--- config.mk ---
export PLATFORM = sky130hd
export DESIGN_NAME = rose_event_arbiter
export DESIGN_NICKNAME = d
export VERILOG_FILES = /design/src/rtl/rose_arb_pkg.sv /design/src/rtl/rose_detect.sv /design/src/rtl/rose_event_arbiter.sv
export SDC_FILE = /design/constraint.sdc
export NUM_CORES = 1
export LEC_CHECK = 0
export CAP_MARGIN = 20
export CORE_MARGIN = 5
export CORE_UTILIZATION = 40
export CTS_CLUSTER_SIZE = 16
export DETAILED_ROUTE_END_ITERATION = 10
export GPL_ROUTABILITY_DRIVEN = 0
export PLACE_DENSITY = 0.67
export SETUP_SLACK_MARGIN = 0.2
export SYNTH_ARGS = -nofsm -noshare
export SYNTH_HDL_FRONTEND = slang
export SYNTH_HIERARCHICAL = 1
export SYNTH_SLANG_ARGS = --single-unit
export TNS_END_PERCENT = 5
--- constraint.sdc ---
create_clock -name clk -period 1.9 [get_ports clk]
set_input_delay 0.38 -clock clk [delete_from_list [all_inputs] [get_ports clk]]
set_output_delay 0.38 -clock clk [all_outputs]
set_load 0.01 [all_outputs]
--- src/rtl/rose_arb_pkg.sv ---
// Shared types and range limits for the rising-edge event arbiter.
package rose_arb_pkg;

    // Grant FSM: waiting for a pending event, or holding an offered grant.
    typedef enum logic {
        IDLE,
        OFFER
    } arb_state_t;

    // Legal range for the number of request lines.
    localparam int unsigned N_REQ_MIN = 2;
    localparam int unsigned N_REQ_MAX = 16;

endpackage : rose_arb_pkg

--- src/rtl/rose_detect.sv ---
// Per-bit rising-edge detector: compares each input bit against its value
// from the previous posedge, matching $rose sampled-edge semantics.
module rose_detect #(
    parameter int unsigned W = 1
) (
    input  logic         clk,
    input  logic         rst_n,
    input  logic [W-1:0] sig_i,
    output logic [W-1:0] rose_o
);

    logic [W-1:0] prev_q;

    // Remember last sampled value; reset to 0 so a line already high counts as a rise.
    always_ff @(posedge clk or negedge rst_n) begin
        if (!rst_n) begin
            prev_q <= '0;
        end else begin
            prev_q <= sig_i;
        end
    end

    assign rose_o = sig_i & ~prev_q;

endmodule : rose_detect

--- src/rtl/rose_event_arbiter.sv ---
// Collects rising-edge events on N_REQ request lines, holds one pending event
// per line, flags lost events, and grants pending lines round-robin over a
// valid/ready handshake.
module rose_event_arbiter
    import rose_arb_pkg::*;
#(
    parameter  int unsigned N_REQ = 4,
    localparam int unsigned IDW   = $clog2(N_REQ)
) (
    input  logic             clk,
    input  logic             rst_n,
    input  logic [N_REQ-1:0] req_i,
    output logic             gnt_valid_o,
    output logic [IDW-1:0]   gnt_id_o,
    input  logic             gnt_ready_i,
    output logic [N_REQ-1:0] pend_o,
    output logic [N_REQ-1:0] ovf_o,
    input  logic             ovf_clr_i
);

    if ((N_REQ < N_REQ_MIN) || (N_REQ > N_REQ_MAX)) begin : g_bad_n_req
        $error("rose_event_arbiter: N_REQ out of range");
    end

    // Round-robin pick: rotate the pending vector so index ptr+1 lands at
    // bit 0, take the lowest set bit, then map back to the original index.
    function automatic logic [IDW-1:0] rr_pick(input logic [N_REQ-1:0] pend,
                                               input logic [IDW-1:0]   ptr);
        logic [2*N_REQ-1:0] dbl;
        logic [N_REQ-1:0]   rot;
        int unsigned        start;
        int unsigned        idx;
        logic               found;
        start   = 32'(ptr) + 32'd1;
        dbl     = {pend, pend} >> start;
        rot     = dbl[N_REQ-1:0];
        rr_pick = '0;
        found   = 1'b0;
        for (int unsigned i = 0; i < N_REQ; i++) begin
            if (!found && rot[i]) begin
                idx = start + i;
                if (idx >= N_REQ) begin
                    idx = idx - N_REQ;
                end
                rr_pick = IDW'(idx);
                found   = 1'b1;
            end
        end
    endfunction

    arb_state_t       state_q, state_d;
    logic [IDW-1:0]   gnt_id_q, gnt_id_d;
    logic [IDW-1:0]   ptr_q, ptr_d;
    logic [N_REQ-1:0] pend_q, pend_d;
    logic [N_REQ-1:0] ovf_q, ovf_d;
    logic [N_REQ-1:0] rose;
    logic [N_REQ-1:0] clr;
    logic             hs;

    rose_detect #(
        .W (N_REQ)
    ) u_rose_detect (
        .clk    (clk),
        .rst_n  (rst_n),
        .sig_i  (req_i),
        .rose_o (rose)
    );

    // FSM state, grant id and round-robin pointer registers.
    always_ff @(posedge clk or negedge rst_n) begin
        if (!rst_n) begin
            state_q  <= IDLE;
            gnt_id_q <= '0;
            ptr_q    <= IDW'(N_REQ - 1);
        end else begin
            state_q  <= state_d;
            gnt_id_q <= gnt_id_d;
            ptr_q    <= ptr_d;
        end
    end

    // Next-state: arbitrate only from IDLE; hold the grant until accepted.
    always_comb begin
        state_d  = state_q;
        gnt_id_d = gnt_id_q;
        ptr_d    = ptr_q;
        hs       = 1'b0;
        case (state_q)
            IDLE: begin
                if (|pend_q) begin
                    gnt_id_d = rr_pick(pend_q, ptr_q);
                    state_d  = OFFER;
                end
            end
            OFFER: begin
                if (gnt_ready_i) begin
                    hs      = 1'b1;
                    ptr_d   = gnt_id_q;
                    state_d = IDLE;
                end
            end
            default: state_d = IDLE;
        endcase
    end

    // Pending and overflow update; a rise on the line being cleared re-arms it
    // without counting as a lost event.
    always_comb begin
        clr = '0;
        if (hs) begin
            clr[gnt_id_q] = 1'b1;
        end
        pend_d = (pend_q & ~clr) | rose;
        ovf_d  = ovf_clr_i ? '0 : ovf_q;
        ovf_d  = ovf_d | (rose & pend_q & ~clr);
    end

    // Pending-event and sticky overflow registers.
    always_ff @(posedge clk or negedge rst_n) begin
        if (!rst_n) begin
            pend_q <= '0;
            ovf_q  <= '0;
        end else begin
            pend_q <= pend_d;
            ovf_q  <= ovf_d;
        end
    end

    assign gnt_valid_o = (state_q == OFFER);
    assign gnt_id_o    = gnt_id_q;
    assign pend_o      = pend_q;
    assign ovf_o       = ovf_q;

endmodule : rose_event_arbiter

==> metrics.md <==
| Metric | Value |
|---|---|
| Status | `complete, no violations` |
| Hold Slack | `416.9 ps` |
| Power per standard cell area | `1256 mW/mm^2` |
| Switching pwr | `0.4095 mW` |
| DP Wirelength | `1073 um` |
| Max VDD drop | `0.5765 mV` |
| Reg2reg start | `pend_o[1]` |
| Mean routed wirelength per cell | `12.98 um` |
| Vert. Die Dim | `53.07 um` |
| DP Area | `955.9 um^2` |
| Starting density of the core | `42.51%` |
| Largest net degree at the start of global routing | `18` |
| Worst Tran Pin Value | `452.5 ps` |
| CP max FO | `8` |
| Final setup margin | `224.5 ps` |
| Port Buffer Count | `18` |
| Int Power | `0.8321 mW` |
| Post-Syn Area | `742.0 um^2` |
| Worst Skew | `1.376 ps` |
| Crit share post-route | `88.18%` |
| Final design utilization | `56.63%` |
| Congestion Overflow GR | `0` |
| CTS tree | `yes` |
| M1 GR Usage | `16.64%` |
| Die ar. | `0.002816 mm^2` |
| Hold Path Class | `in2async` |
| Synth-to-Final Area Change | `33.22%` |
| NumNets Final | `92` |
| Latest clock arrival within the worst-skew pair | `280 ps` |
| Crit start category | `flip-flop` |
| Crit. Startpoint | `gnt_valid_o` |
| Synthesized netlist cell count | `61` |
| Clock period minus worst slack | `1675 ps` |
| Drt initial violations | `5` |
| # setup viols final | `0` |
| Setup TNS | `0 ps` |
| IO Pins | `19` |
| Buffers & Inverters on Critical Path | `1` |
| RSZ-0062 raised after global routing | `true` |
| Layout cells sized above 1 | `22.89%` |
| Syn_nets | `69` |
| Switching Share | `32.98%` |
| Drt pass-1 iters | `4` |
| GRT Overall Usage | `11.90%` |
| Post-CTS Hold Fix Bufs | `0` |
| Max cap viols | `0` |
| Combinational share of power | `35.3%` |
| First-pass GRT wire length | `2421 um` |
| GRT Max-Usage Layer | `met2` |
| Non-filler cells, final | `108` |
| CP Class | `reg2out` |
| Post-Syn Area per Cell | `12.16 um^2` |
| CP endpoint kind | `output pin` |
| CP top delay family | `buffers and inverters` |
| Clock transition at path regs | `90 ps` |
| Synth Warn # | `6` |
| Post-CTS Setup Bufs | `0` |
| Diode count | `0` |
| Crit path DAT | `1300 ps` |
| CTS Sinks | `17` |
| Grt met3 use | `2.817%` |
| Fin area | `988.4 um^2` |
| Max stage delay on crit path | `560 ps` |
| Clk pwr share | `14.7%` |
| CTS root buf | `clkbuf_4` |
| Vias per std cell | `5.074` |
| Dpl ws | `304.6 ps` |
| Max_slew headroom | `69.56%` |
| Chip width | `53.07 um` |
| Flops & latches, synth | `17` |
| Rows | `15` |
| Crit-path slowest cell | `clkdlybuf4s50_1` |
| Synth cell types | `28` |
| Core footprint | `0.001745 mm^2` |
| Longest Clk Path Bufs | `2` |
| Register area share after synthesis | `57.67%` |
| CP Cell Sequence | `clkdlybuf4s50_1` |
| Routed WL | `1402 um` |
| DRC Markers | `0` |
| Met2 global-route usage | `17.36%` |
| Vias in the first global route | `531` |
| Pwr Total | `1.242 mW` |
| Final Hold Fails | `0` |
| Routed vias | `548` |
| Fin. max-slew vios | `0` |
| FMAX | `596.9 MHz` |
| Req. time, crit path | `1520 ps` |
| Register share of total power | `50.0%` |
| CTS H-tree depth | `1` |
| Number of CTS-inserted buffers | `3` |
| Final ANT Viol Nets | `0` |
| Inst Count DP | `104` |
| Initial antenna violation count | `0` |
| Leak | `0.4158 nW` |
-- state kept, by name, summed over array words and instances, names as in the netlist --
name / flops
ovf_o: 4
pend_o: 4
u_rose_detect/prev_q: 4
gnt_id_o: 2
ptr_q: 2
gnt_valid_o: 1
-- final cells by class --
class	instances	area [um^2]
inverter	4	15.01
fill	156	757.0
sequential	17	434.2
timing repair buffer	19	187.7
clock buffer	4	26.28
tap	25	31.28
multi-input combinational	39	294.0
-- layout by cell type (no fill, tap or decap), types with 2 or more instances in the layout --
cell,count
dfrtp_2,5
nor2_1,3
clkdlybuf4s50_1,18
o21ai_0,3
dfstp_2,2
dfrtp_1,10
nand2_1,7
mux2i_1,2
inv_1,3
clkbuf_4,3
nor2b_4,4
a32o_1,2
o2bb2ai_1,2
-- synth_stat cells --
cell | n | area, um^2
dfrtp_1 | 15 | 375.4
nand2_1 | 7 | 26.28
nor2b_4 | 4 | 55.05
inv_1 | 3 | 11.26
nor2_1 | 3 | 11.26
o21ai_0 | 3 | 15.01
a32o_1 | 2 | 20.02
dfstp_2 | 2 | 52.55
mux2i_1 | 2 | 20.02
o2bb2ai_1 | 2 | 17.52
a21boi_0 | 1 | 7.510
a21o_1 | 1 | 7.510
a21o_2 | 1 | 8.760
a21oi_1 | 1 | 5.000
a2bb2oi_1 | 1 | 8.760
clkbuf_2 | 1 | 5.000
inv_2 | 1 | 3.750
mux2_2 | 1 | 11.26
nand2b_1 | 1 | 6.260
nand3_1 | 1 | 5.000
nand4_1 | 1 | 6.260
nor4_1 | 1 | 6.260
o211ai_1 | 1 | 7.510
o21a_1 | 1 | 7.510
o31ai_1 | 1 | 7.510
o32a_1 | 1 | 10.01
o41ai_2 | 1 | 16.27
or2b_1 | 1 | 7.510
-- kinds of logic (layout without fill, tap and decap cells) --
| logic type | after synthesis | in the layout | share of synthesized area, % |
|---|---|---|---|
| buffers and inverters | 5 | 27 | 2.697 |
| muxes | 3 | 3 | 4.216 |
| and+or+nand+nor | 19 | 19 | 16.70 |
| AOI/OAI and AO/OA | 17 | 17 | 18.72 |
| DFF | 17 | 17 | 57.67 |
-- worst reg2reg max path, stage by stage, from the launching register on --
cell and delay, ps:
dfrtp_2 460, nor4_1 450, nor2_1 120, o211ai_1 110, o21a_1 140
-- final timing paths --
check / to / slack, ps / depth (start not counted)
worst min-delay path: ovf_o[0] / 420 / 2
worst max register to register: gnt_id_o[0] / 570 / 4
worst max-delay path: gnt_valid_o / 220 / 1
worst min register to register: ptr_q[0] / 490 / 2
min in group clk: ptr_q[0] / 490 / 2
max in group asynchronous: ptr_q[1] / 1230 / 2
-- power by group through the flow --
stage / Combinational [mW] / Sequential [mW] / Clock [mW]
6_report: 0.439 / 0.621 / 0.182
2_1_floorplan: 0.206 / 0.620 / 0
4_1_cts: 0.447 / 0.611 / 0.193
3_5_place_dp: 0.443 / 0.620 / 0
3_3_place_gp: 0.436 / 0.621 / 0
5_1_grt: 0.482 / 0.643 / 0.208
-- per-layer routing --
metal | part of all wire, % | routed length, um
met1 | 48 | 674
met2 | 46 | 639
met3 | 5.3 | 75
met4 | 0.86 | 12
met5 | 0 | 0
-- what timing repair did --
item | in CTS | in global routing
resized for setup | 1 | 4
setup endpoints to repair | 4 | 7
hold endpoints to repair | 0 | 0
(Power assumes the default switching activity.)
